## src/rtl/instruction_fetch_unit_pkg.sv

```systemverilog
// Shared processor definitions used by the fetch unit: reset PC, FSM encoding,
// PC target selects and opcode constants.
package instruction_fetch_unit_pkg;

    localparam logic [15:0] PC_RESET = 16'h0000;
    localparam logic [15:0] PC_STEP  = 16'h0002;

    typedef enum logic [1:0] {
        ST_IDLE = 2'd0,
        ST_REQ  = 2'd1,
        ST_HOLD = 2'd2
    } ifu_state_e;

    typedef enum logic [1:0] {
        PC_SRC_INC    = 2'b00,
        PC_SRC_BRANCH = 2'b01,
        PC_SRC_JUMP   = 2'b10,
        PC_SRC_RET    = 2'b11
    } pc_src_e;

    localparam logic [4:0] OP_NOP  = 5'b00000;
    localparam logic [4:0] OP_LOAD = 5'b00001;
    localparam logic [4:0] OP_ADD  = 5'b00011;
    localparam logic [4:0] OP_BEQ  = 5'b00100;
    localparam logic [4:0] OP_JMP  = 5'b01000;
    localparam logic [4:0] OP_RET  = 5'b10000;

    // Branch displacement: 11-bit signed immediate in halfwords, as a byte offset.
    function automatic logic [15:0] branch_offset(input logic [10:0] imm);
        return {{4{imm[10]}}, imm, 1'b0};
    endfunction

endpackage

```

## src/rtl/instruction_fetch_unit_pc_next_logic.sv

```systemverilog
// Combinational PC target selection; all arithmetic wraps modulo 2^16.
module pc_next_logic
    import instruction_fetch_unit_pkg::*;
(
    input  logic [15:0] pc_i,
    input  logic [10:0] imm_i,
    input  logic [15:0] ret_addr_i,
    input  logic [1:0]  pc_src_i,
    output logic [15:0] target_o
);

    always_comb begin
        target_o = pc_i + PC_STEP;
        case (pc_src_i)
            PC_SRC_INC:    target_o = pc_i + PC_STEP;
            PC_SRC_BRANCH: target_o = pc_i + branch_offset(imm_i);
            PC_SRC_JUMP:   target_o = {pc_i[15:12], imm_i, 1'b0};
            PC_SRC_RET:    target_o = ret_addr_i;
            default:       target_o = pc_i + PC_STEP;
        endcase
    end

endmodule

```

## src/rtl/instruction_fetch_unit.sv

```systemverilog
// Instruction fetch unit: IDLE/REQ/HOLD handshake with instruction memory,
// owning the PC and the instruction register.
module instruction_fetch_unit
    import instruction_fetch_unit_pkg::*;
(
    input  logic        CLK,
    input  logic        Reset,
    input  logic        fetch_req,
    input  logic        decode_ack,
    input  logic        PCWrite,
    input  logic [1:0]  pc_src,
    input  logic [15:0] ret_addr,
    output logic [15:0] mem_addr,
    output logic        mem_rd,
    input  logic [15:0] mem_rdata,
    input  logic        mem_valid,
    output logic [4:0]  Opcode,
    output logic [10:0] imm,
    output logic        instr_valid,
    output logic [15:0] pc
);

    ifu_state_e  state_q, state_d;
    logic [15:0] pc_q, pc_d;
    logic [15:0] ir_q, ir_d;
    logic [15:0] fetch_addr_q, fetch_addr_d;
    logic        valid_q, valid_d;
    logic [15:0] pc_target;
    logic        mem_done;

    pc_next_logic u_pc_next (
        .pc_i       (pc_q),
        .imm_i      (ir_q[10:0]),
        .ret_addr_i (ret_addr),
        .pc_src_i   (pc_src),
        .target_o   (pc_target)
    );

    always_ff @(posedge CLK) begin
        if (Reset) begin
            state_q <= ST_IDLE;
        end else begin
            state_q <= state_d;
        end
    end

    always_comb begin
        state_d = state_q;
        case (state_q)
            ST_IDLE: if (fetch_req) state_d = ST_REQ;
            ST_REQ:  if (mem_valid) state_d = ST_HOLD;
            ST_HOLD: if (decode_ack) state_d = fetch_req ? ST_REQ : ST_IDLE;
            default: state_d = ST_IDLE;
        endcase
    end

    always_comb begin
        mem_rd   = 1'b0;
        mem_addr = pc_q;
        if (state_q == ST_REQ) begin
            mem_rd   = 1'b1;
            mem_addr = fetch_addr_q;
        end
    end

    assign mem_done = (state_q == ST_REQ) && mem_valid;

    // Fetch address captures the PC before any same-cycle PCWrite lands.
    always_comb begin
        fetch_addr_d = fetch_addr_q;
        if (state_q != ST_REQ && state_d == ST_REQ) begin
            fetch_addr_d = pc_q;
        end

        ir_d = mem_done ? mem_rdata : ir_q;

        valid_d = valid_q;
        if (mem_done) begin
            valid_d = 1'b1;
        end else if (state_q == ST_HOLD && decode_ack) begin
            valid_d = 1'b0;
        end

        pc_d = pc_q;
        if (PCWrite) begin
            pc_d = pc_target;
        end else if (mem_done) begin
            pc_d = fetch_addr_q + PC_STEP;
        end
    end

    always_ff @(posedge CLK) begin
        if (Reset) begin
            pc_q         <= PC_RESET;
            ir_q         <= {OP_NOP, 11'd0};
            fetch_addr_q <= PC_RESET;
            valid_q      <= 1'b0;
        end else begin
            pc_q         <= pc_d;
            ir_q         <= ir_d;
            fetch_addr_q <= fetch_addr_d;
            valid_q      <= valid_d;
        end
    end

    assign Opcode      = ir_q[15:11];
    assign imm         = ir_q[10:0];
    assign instr_valid = valid_q;
    assign pc          = pc_q;

endmodule
```

## config.mk

```make
export PLATFORM = sky130hd
export DESIGN_NAME = instruction_fetch_unit
export DESIGN_NICKNAME = d
export VERILOG_FILES = /design/src/rtl/instruction_fetch_unit_pkg.sv /design/src/rtl/instruction_fetch_unit_pc_next_logic.sv /design/src/rtl/instruction_fetch_unit.sv
export SDC_FILE = /design/constraint.sdc
export NUM_CORES = 1
export LEC_CHECK = 0
export BUFFER_PORTS_ARGS = -buffer_cell sky130_fd_sc_hd__buf_2
export CAP_MARGIN = 25
export CORE_MARGIN = 2
export CORE_UTILIZATION = 40
export DETAILED_ROUTE_END_ITERATION = 10
export HOLD_SLACK_MARGIN = 0.02
export PLACE_DENSITY = 0.6
export SLEW_MARGIN = 5
export SYNTH_ARGS = -nofsm -noshare
export SYNTH_HDL_FRONTEND = slang
export SYNTH_HIERARCHICAL = 1
export SYNTH_SLANG_ARGS = --single-unit
```

## constraint.sdc

```tcl
create_clock -name CLK -period 3.52 [get_ports CLK]
set_input_delay 0.176 -clock CLK [delete_from_list [all_inputs] [get_ports CLK]]
set_output_delay 0.176 -clock CLK [all_outputs]
set_load 0.01 [all_outputs]
```

==> summary.txt <==
Drt
  • Drt pass-1 iters: 4
  • Vias per std cell: 5.57
  • Drt drc: 0
  • Wire length per cell: 14.9 um
  • Routed via count: 3,639
  • Detailed Route WL: 9.72 mm
  • Routed Antenna Nets: 0
  • Starting DRT DRC Count: 143

Finish
  • NumNets Final: slightly below 600
  • Final Cell Area: 4230 um2
  • P&R area growth vs syn: 16.8%
  • Filler Cells Inserted: around 900
  • Layout cells sized above 1: 24.2%
  • Most frequent cells in the layout: nand2_1 (100), buf_2 (89), a21oi_1 (54)
  • Post-Layout Cell Count: around 650
  • N_diodes: 0
  • Most common cell after layout, fill and taps aside: nand2_1
  • Layout Utilization: between 40% and 50%

Critical path
  • Crit path from: pc_src[0]
  • Slack of the worst reg-to-reg path: 0.68 ns
  • Max FO, Critical Path: 10
  • Startpoint types: primary input
  • Worst path buffer plus inverter count: 1
  • Worst-path cell chain: buf_2 > nor2b_1 > nand2b_1 > ha_1 > fa_1 > a211oi_2 > o21ai_1 > a21oi_4 > mux2i_1 > nor3b_1 > a221oi_1 > nand2_1 > o21ai_0 > a221o_1
  • Crit path largest cell delay: around 0.47 ns
  • Req. time, crit path: 3.73 ns
  • Worst Reg-to-Reg Cells: 12
  • Setup crit end: pc[13]
  • Arrival time worst endpoint: 3.11 ns
  • Crit path depth: 14
  • Worst R2R Start: ir_q[0]
  • Setup CP Type: in2reg
  • Reg2reg end: pc[13]
  • Max stage delay cell, worst path: nor2b_1
  • CP Capture Type: register
  • CP top delay family: compound AO/OA/AOI/OAI gates

Power
  • Switching pwr: between 0.4 and 0.5 mW
  • Clock Power Share: 31.7%
  • Tot Pwr: 1.36 mW
  • Power density over the cells: roughly 320 nW/um2
  • VDD IR-drop max: 0.000187 V
  • Leak Pwr: 1.83 nW
  • Cell internal pwr: ~0.94 mW
  • Logic pwr share: between 20% and 30%
  • Switching Fraction: approximately 31%
  • Sequential Power Share: 47.4%

Status
  • Status: finished clean

Synthesis
  • Syn. warnings: 6
  • Post-synthesis cell count: 470
  • Seq/Total Area, Yosys: 28.2%
  • Synth Register Bits: 51
  • Post-synthesis cell area: 3620 um2
  • Synthesized net count: 522
  • Ys async rst share: 0%
  • EDFF count, synth: 0
  • Synthesized area per cell: 7.71 um2
  • Synth cell types: between 60 and 70
  • Synth Flop Type: dfxtp_1

Global routing
  • Maximum number of pins on one net before global-route repair: 41
  • Global route total overflow: 0
  • Total track usage: between 15 and 20%
  • Vias in the first global route: 3,440
  • First-pass GRT wire length: 16.4 mm
  • Initial antenna violation count: 0

Timing
  • Final Slew Violations: 0
  • Slew margin rel.: 50.1%
  • Clk_skew: 0.0198 ns
  • Tightest Pin Transition: approximately 0.75 ns
  • Setup_tns: 0 ns
  • RSZ-0062 raised after global routing: no
  • Period utilization: between 80% and 90%
  • Max Clk Rate: 344 MHz
  • Hold_ws: slightly above 0.09 ns
  • Final setup violating endpoints: 0
  • Hold Vio Cnt, Final: 0
  • Final min period: 2.91 ns
  • Final worst slack: around 0.61 ns

Floorplanning
  • Core area: 8760 um2
  • Vert. Die Dim: 99.2 um
  • Die X: between 90 and 100 um
  • Row count: 34
  • IO Pins: 90
  • DIE AREA: 9840 um2
  • Initial core utilization: between 40% and 50%

Placement
  • Port-buffer cells: between 80 and 90
  • DP Area: 4120 um2
  • Dpl ws: 0.312 ns
  • Final GP Congestion: 0.857
  • Inst Count DP: roughly 650
  • DP HPWL: between 7 and 8 mm

CTS
  • Hold_buf cts: 0
  • Clk_lat worst skew: roughly 0.31 ns
  • Root Driver: clkbuf_8
  • Clock Path Buffers: 2
  • Total of cells resized after clock tree synthesis: 0
  • Max H-tree Level: 2
  • Clock tree from TritonCTS: built
  • Worst-path clk slew: 0.10 ns
  • Clock buffers created by TritonCTS: 5
  • Sinks on Clock Net: 51
  • Post-CTS Setup Bufs: 0

Min path
  • HP Class: in2reg

Job
  • Max_cap viols: 0
[logic make-up after synthesis]
family          synth area share [%]
mux                             9.35
fa+ha+maj                       4.35
flops                           28.2
compound gates                  22.1
buf+inv                         4.45
xor+xnor                        1.93
simple gates                    29.7
[synthesized netlist by cell type (all sizes together) (2+ instances only)]
cell	count	share of area, %
nand2	100	10
a21oi	58	8.6
dfxtp	51	28
nor2	31	3.4
mux2	20	6.2
o21ai	19	2.6
buf	15	2.4
clkbuf	14	1.4
nor3	12	1.9
ha	11	3.8
mux2i	11	3.1
and2	10	1.7
nand3	10	1.5
a21o	8	1.7
nand2b	8	1.4
nand3b	7	1.8
nor3b	7	1.6
inv	6	0.62
nor2b	6	1.0
xnor2	6	1.4
a221o	5	1.4
a31oi	5	0.86
nor4	5	1.7
o21a	4	0.83
a221oi	3	0.90
o21bai	3	0.62
o31a	3	0.73
o32ai	3	0.73
a211o	2	0.48
a311o	2	0.55
and3	2	0.35
and3b	2	0.48
nand4	2	0.52
nor4b	2	0.48
o211ai	2	0.41
o31ai	2	0.41
or3	2	0.35
xor2	2	0.48
[final cells by class]
| class | instances | area [um2] | share of cell area [%] |
|---|---|---|---|
| clock inverter | 3 | 46.3 | 1.09 |
| clock buffer | 5 | 68.8 | 1.63 |
| inverter | 6 | 22.5 | 0.532 |
| sequential | 51 | 1020 | 24.1 |
| timing repair buffer | 96 | 498 | 11.8 |
| multi-input combinational | 384 | 2440 | 57.7 |
| tap | 108 | 135 | 3.19 |
[flip-flops by register name (all words and copies together), names as in the netlist]
signal        cells
fetch_addr_q     16
instr_valid       1
ir_q             16
pc               16
state_q           2
[power groups by stage]
stage,logic (mW),registers [mW],clock network (mW)
5_1_grt,0.318,0.653,0.457
6_report,0.284,0.646,0.433
3_5_place_dp,0.285,0.660,0
4_1_cts,0.287,0.647,0.448
2_1_floorplan,0.185,0.655,0
3_3_place_gp,0.280,0.659,0
[layer usage]
| layer | share of wire [%] | global-route usage (%) | vias to the layer above |
|---|---|---|---|
| li1 | - | - | 1815 |
| met1 | 47 | 26.1 | 1742 |
| met2 | 49 | 34.4 | 74 |
| met3 | 3.3 | 2.53 | 8 |
| met4 | 0.94 | 4.53 | 0 |
| met5 | 0 | 0 | - |
[worst min-delay path, stage by stage]
cell and delay, ns:
buf_2 0.09, nand2_1 0.04, a21oi_1 0.05
[how the worst min path moves through the flow]
| stage | startpoint | end | slack (ns) | cells after the start |
|---|---|---|---|---|
| 2_1_floorplan | mem_rdata[11] | ir_q[11] | 0.31 | 2 |
| 3_3_place_gp | mem_rdata[0] | ir_q[0] | 0.42 | 3 |
| 3_5_place_dp | mem_rdata[0] | ir_q[0] | 0.42 | 3 |
| 4_1_cts | mem_rdata[0] | ir_q[0] | 0.08 | 3 |
| 5_1_grt | mem_rdata[0] | ir_q[0] | 0.09 | 3 |
| 6_report | mem_rdata[3] | ir_q[3] | 0.09 | 3 |
Note: power is estimated with default switching activity, not from simulation.
